<file path="config.mk">
export PLATFORM = sky130hd
export DESIGN_NAME = addsub_pipe
export DESIGN_NICKNAME = d
export VERILOG_FILES = /design/src/rtl/addsub_pipe.sv
export SDC_FILE = /design/constraint.sdc
export NUM_CORES = 1
export LEC_CHECK = 0
export CAP_MARGIN = 10
export CORE_ASPECT_RATIO = 0.6
export CORE_UTILIZATION = 47
export CTS_BUF_LIST = sky130_fd_sc_hd__clkbuf_2 sky130_fd_sc_hd__clkbuf_4 sky130_fd_sc_hd__clkbuf_8
export DETAILED_ROUTE_END_ITERATION = 16
export GPL_TIMING_DRIVEN = 0
export PLACE_DENSITY = 0.69
export SLEW_MARGIN = 15
export SYNTH_ARGS = -nofsm -noshare
export SYNTH_HDL_FRONTEND = slang
export SYNTH_SLANG_ARGS = --single-unit
</file>
<file path="constraint.sdc">
create_clock -name clk -period 5.3 [get_ports clk]
set_clock_uncertainty 0.05 [all_clocks]
set_input_delay 0.795 -clock clk [delete_from_list [all_inputs] [get_ports clk]]
set_output_delay 0.795 -clock clk [all_outputs]
set_load 0.02 [all_outputs]
</file>
<file path="src/rtl/addsub_pipe.sv">
// Pipelined two's-complement adder/subtractor, carry chain split into CHUNK-bit slices (one per stage).
// Latency: STAGES = WIDTH/CHUNK cycles from accept to out_valid when unstalled. Throughput is one beat per cycle.
// Backpressure: the whole pipe stalls when out_valid && !out_ready; in_ready = !out_valid || out_ready.
//
// Ports:
//   clk, rst_n            clock (rising edge), asynchronous active-low reset
//   in_valid/in_ready     operand handshake; a, b, sub sampled together on accept
//   out_valid/out_ready   result handshake; s, co, ofl, zero held while stalled
//   s                     result (a+b or a-b, mod 2^WIDTH)
//   co                    carry out of MSB (for sub: 1 = no borrow)
//   ofl                   signed overflow
//   zero                  s == 0, evaluated on the final (possibly clamped) s
// Build option: define ADDSUB_SAT_EN to clamp s to the signed extreme on overflow.
module addsub_pipe #(
    parameter int WIDTH = 32,
    parameter int CHUNK = 8
) (
    input  logic             clk,
    input  logic             rst_n,
    input  logic             in_valid,
    output logic             in_ready,
    input  logic [WIDTH-1:0] a,
    input  logic [WIDTH-1:0] b,
    input  logic             sub,
    output logic             out_valid,
    input  logic             out_ready,
    output logic [WIDTH-1:0] s,
    output logic             co,
    output logic             ofl,
    output logic             zero
);

    localparam int STAGES = WIDTH / CHUNK;
    localparam int LAST   = STAGES - 1;
    localparam int MSB    = WIDTH - 1;

`ifdef ADDSUB_SAT_EN
    localparam logic [WIDTH-1:0] SMAX = {1'b0, {(WIDTH-1){1'b1}}};
    localparam logic [WIDTH-1:0] SMIN = {1'b1, {(WIDTH-1){1'b0}}};
`endif

    // Pipeline registers; index k holds the state leaving stage k.
    // Every stage carries the full a/xb words: the not-yet-used high slices
    // form the skew path, and the MSBs feed the overflow check at the end.
    logic             r_v  [STAGES];
    logic [WIDTH-1:0] r_a  [STAGES];
    logic [WIDTH-1:0] r_xb [STAGES];
    logic [WIDTH-1:0] r_s  [STAGES];
    logic             r_c  [STAGES];
    logic             r_ofl;
    logic             r_zero;

    // Operands presented to stage k (stage 0 sees the input port).
    logic             op_v  [STAGES];
    logic [WIDTH-1:0] op_a  [STAGES];
    logic [WIDTH-1:0] op_xb [STAGES];
    logic [WIDTH-1:0] op_s  [STAGES];
    logic             op_c  [STAGES];

    logic [WIDTH-1:0] nx_s  [STAGES];
    logic             nx_c  [STAGES];
    logic [CHUNK:0]   slice_sum;
    logic [WIDTH-1:0] fin_s;
    logic             fin_ofl;
    logic             advance;

    assign out_valid = r_v[LAST];
    assign advance   = !out_valid || out_ready;
    assign in_ready  = advance;

    assign s    = r_s[LAST];
    assign co   = r_c[LAST];
    assign ofl  = r_ofl;
    assign zero = r_zero;

    always_comb begin
        // Subtraction is a + ~b + 1: invert b here, inject the +1 as the stage-0 carry.
        op_v[0]  = in_valid;
        op_a[0]  = a;
        op_xb[0] = b ^ {WIDTH{sub}};
        op_s[0]  = '0;
        op_c[0]  = sub;
        for (int k = 1; k < STAGES; k++) begin
            op_v[k]  = r_v[k-1];
            op_a[k]  = r_a[k-1];
            op_xb[k] = r_xb[k-1];
            op_s[k]  = r_s[k-1];
            op_c[k]  = r_c[k-1];
        end

        slice_sum = '0;
        for (int k = 0; k < STAGES; k++) begin
            slice_sum = {1'b0, op_a[k][k*CHUNK +: CHUNK]}
                      + {1'b0, op_xb[k][k*CHUNK +: CHUNK]}
                      + {{CHUNK{1'b0}}, op_c[k]};
            // Lower slices already resolved pass through; only slice k is written.
            nx_s[k]                    = op_s[k];
            nx_s[k][k*CHUNK +: CHUNK]  = slice_sum[CHUNK-1:0];
            nx_c[k]                    = slice_sum[CHUNK];
        end

        // Overflow: operands share a sign and the result sign differs from it.
        fin_ofl = (op_a[LAST][MSB] == op_xb[LAST][MSB]) && (nx_s[LAST][MSB] != op_a[LAST][MSB]);
        fin_s   = nx_s[LAST];
`ifdef ADDSUB_SAT_EN
        // On overflow the true result has a's sign, so clamp toward that extreme.
        if (fin_ofl) begin
            fin_s = op_a[LAST][MSB] ? SMIN : SMAX;
        end
`endif
    end

    always_ff @(posedge clk or negedge rst_n) begin
        if (!rst_n) begin
            for (int k = 0; k < STAGES; k++) begin
                r_v[k]  <= 1'b0;
                r_a[k]  <= '0;
                r_xb[k] <= '0;
                r_s[k]  <= '0;
                r_c[k]  <= 1'b0;
            end
            r_ofl  <= 1'b0;
            r_zero <= 1'b0;
        end else if (advance) begin
            // Bubbles shift exactly like data; only the valid bit marks them.
            for (int k = 0; k < LAST; k++) begin
                r_v[k]  <= op_v[k];
                r_a[k]  <= op_a[k];
                r_xb[k] <= op_xb[k];
                r_s[k]  <= nx_s[k];
                r_c[k]  <= nx_c[k];
            end
            r_v[LAST]  <= op_v[LAST];
            r_a[LAST]  <= op_a[LAST];
            r_xb[LAST] <= op_xb[LAST];
            r_s[LAST]  <= fin_s;
            r_c[LAST]  <= nx_c[LAST];
            r_ofl      <= fin_ofl;
            r_zero     <= (fin_s == '0);
        end
    end

endmodule

</file>
==> out/results.tsv <==
stage	metric	value	unit
run_status	status	finished, final reports clean	
yosys	synth_edf_count	0	
cts	post_cts_buffers	0	
die	ios	106	
yosys	seq_area_frac_synth	0.5532	
yosys	async_flop_share	1.000	
yosys	syn-num-nets	1030	
grt	grt_pass1_vias	6215	
cts	cts-root-buf	clkbuf_8	
grt	antenna_found_initial	0	
critical_path	cp.required	4.45	ns
yosys	avgSynthCellArea	9.085	µm²
power_and_ir_drop	power_leakage	4.942	nW
timing	setup_viol	0	
placement	finalWeightedCongestion	0.9174	
power_and_ir_drop	combPwrFrac	0.422	
yosys	yosys_most_used_dff	dfrtp_1	
timing	setup_tns	0	ns
die	fp-row-count	37	
final_layout	drive_gt1_frac	0.04986	
grt	met2_usage	0.3211	
power_and_ir_drop	vdd_drop_max	0.0002417	V
cts	htreeDepth	4	
timing	period_share	0.8037	
placement	io_buffers	104	
timing	drv_slew	0	
routing	ant_nets	0	
routing	wire_per_inst	15.88	µm
cts	numCtsBuffers	17	
power_and_ir_drop	intPower	3.611	mW
routing	vias	6500	
timing	max_clock_freq	234.8	MHz
die	die_y	105.6	µm
routing	drt-initial-drc-count	495	
power_and_ir_drop	pwr-share-seq	0.406	
final_layout	n_antenna_cell	0	
critical_path	cp_slowest_cell	clkdlybuf4s50_1	
critical_path	critical_path_arrival	3.41	ns
die	initial_core_util	0.4859	
routing	via_per_inst	5.012	
timing	hold_violations	0	
power_and_ir_drop	switching_power	2.468	mW
yosys	ys_ff_latch	186	
flow_run	maxCapViolations	0	
routing	firstDrtPassIters	5	
grt	grt_pass1_wl	33.33	mm
critical_path	crit_buf_inv	6	
grt	top_usage_layer	met1	
critical_path	critical_path_class	in -> out	
timing	finalWorstPathRequiredPeriod	4.260	ns
critical_path	crit_chain	clkdlybuf4s50_1 -> nor2b_1 -> buf_2 -> inv_2 -> buf_2 -> buf_1 -> clkdlybuf4s50_1	
routing	routed_wl	20.60	mm
grt	use_met1	0.3827	
die	coreArea	0.01731	mm²
grt	grt_max_degree	95	
cts	cts_hold_buffers	0	
grt	grt_usage	0.2369	
placement	dp_hpwl	15.42	mm
critical_path	crit_path_start_kind	input pin	
power_and_ir_drop	clkPwrFrac	0.172	
yosys	ys_types	42	
yosys	syn-cell-area	0.008413	mm²
timing	maxSlewHeadroom	0.5142	
yosys	syn_inst	926	
die	dieArea	0.01846	mm²
power_and_ir_drop	power_density	595.2	mW/mm²
critical_path	max_stage_delay	0.72	ns
cts	cts_max_path_buffers	2	
yosys	yosys_warnings	0	
final_layout	final_core_util	0.5899	
critical_path	cp-end-kind	primary output	
power_and_ir_drop	switching_share	0.4060	
cts	ctsResizeCount	0	
critical_path	critical_path.top_delay_family	buffers and inverters	
critical_path	cp_max_fo	10	
final_layout	area_delta_synth_final	21.40	%
cts	cts_tree	yes	
cts	cts_sinks	186	
grt	grt-ovfl-total	0	
cts	clk-insertion-delay-late	0.46	ns
routing	drc	0	
timing	tightest_slew	0.7288	ns
cts	cts.clk_slew.worst_paths	0.11	ns
timing	rsz0062_at_grt	no	
grt	met3_usage	0.04401	
min_path	hold_path_class	in -> async	
die	die_w	174.7	µm
final_layout	nets	1154	
sequential cells by signal, summed over array words and instances (netlist names):
signal,count
co,1
zero,1
out_valid,1
op_xb,48
s,32
nx_s,24
op_v,3
op_c,3
ofl,1
op_a,48
fin_s,24
power by group through the flow:
stage                     clock [mW]  combinational (mW)  sequential, mW
after CTS                       1.06                2.57            2.46
final                           1.05                2.56            2.47
after global placement             0                2.50            2.48
after global routing            1.11                2.88            2.54
after detailed placement           0                2.55            2.49
after floorplan                    0                1.56            2.51
cell usage in the layout, fill, tap and decap left out, drive strengths merged, types with 4 or more instances in the layout:
cell type      instances
o21bai                 6
fa                     7
o21ai                 51
xnor2                 34
a21o                   4
clkdlybuf4s50        103
xor2                  13
dfrtp                186
o31ai                  9
clkbuf                43
a211oi                 5
a21oi                 17
nor2                  27
buf                   20
ha                    28
inv                   29
nor3                  11
nor4                   6
nand2                424
o21a                   7
per-layer routing:
layer  share of wire  up-vias
met1            0.54     3083
met4           0.012        0
met2            0.40      180
met5               0        -
met3           0.056       25
li1                -     3212
cell usage after synthesis (3+ instances only):
master    number  area, µm²
xnor2_1       34      297.8
a21o_1         4      30.03
o21ai_1        4      20.02
o21bai_1       5      37.54
clkbuf_1      26      97.59
buf_1          7      26.28
nor2_1        27      101.4
xor2_1        12      105.1
o31ai_1        9      67.56
nor3_1        11      55.05
dfrtp_1      186       4654
fa_1           7      140.1
inv_1         19      71.32
ha_1          28      350.3
a211oi_1       3      22.52
o21ai_0       47      235.2
nor2b_1        3      18.77
a21oi_1       17      85.08
buf_2         11      55.05
a31oi_1        3      18.77
nand2_1      424       1592
o21a_1         7      52.55
nor4_1         6      37.54
cell families (layout without fill, tap and decap cells):
| family | after synthesis | in the layout | synth area share |
|---|---|---|---|
| AO/OA/AOI/OAI | 111 | 111 | 0.08313 |
| AND/OR/NAND/NOR | 482 | 482 | 0.2240 |
| buffers and inverters | 64 | 201 | 0.03019 |
| flip-flops | 186 | 186 | 0.5532 |
| XOR/XNOR | 47 | 47 | 0.04982 |
| adder cells (fa/ha/maj) | 35 | 35 | 0.05830 |
| multiplexers | 1 | 1 | 0.001338 |
final cells by class:
cell class | instances | area (µm²)
clock inverters | 15 | 200.2
flip-flops and latches | 186 | 4654
multi-input cells | 676 | 3505
fillers | 1561 | 7101
well taps | 234 | 292.8
clock buffers | 17 | 234.0
inverters | 20 | 75.07
repair buffers | 105 | 1074
plain buffers | 44 | 178.9
path summary, 6_finish.rpt:
check,start,endpoint,slack [ns],depth (start not counted)
setup / recovery,out_ready,in_ready,1.04,7
hold / removal,rst_n,s[4],0.27,1
setup reg to reg,out_valid,op_a[50],2.79,6
hold reg to reg,op_v[0],op_v[0],0.42,2
max in group asynchronous,rst_n,op_a[74],3.99,2
min in group clk,op_v[0],op_v[0],0.42,2
per-stage QoR:
stage,std cells,hold slack (ns),setup WS (ns),power (mW),cell area (µm²)
global route,1297,0.3221,0.9027,6.540,10210
detailed placement,1265,0.4016,1.076,5.045,9779
finish,1297,0.2670,1.040,6.080,10210
floorplan,926,0.3800,2.499,4.073,8413
global placement,1264,0.3956,-4.256,4.978,9747
CTS,1297,0.3186,1.075,6.086,10210
Power figures use the tool's default switching activity.
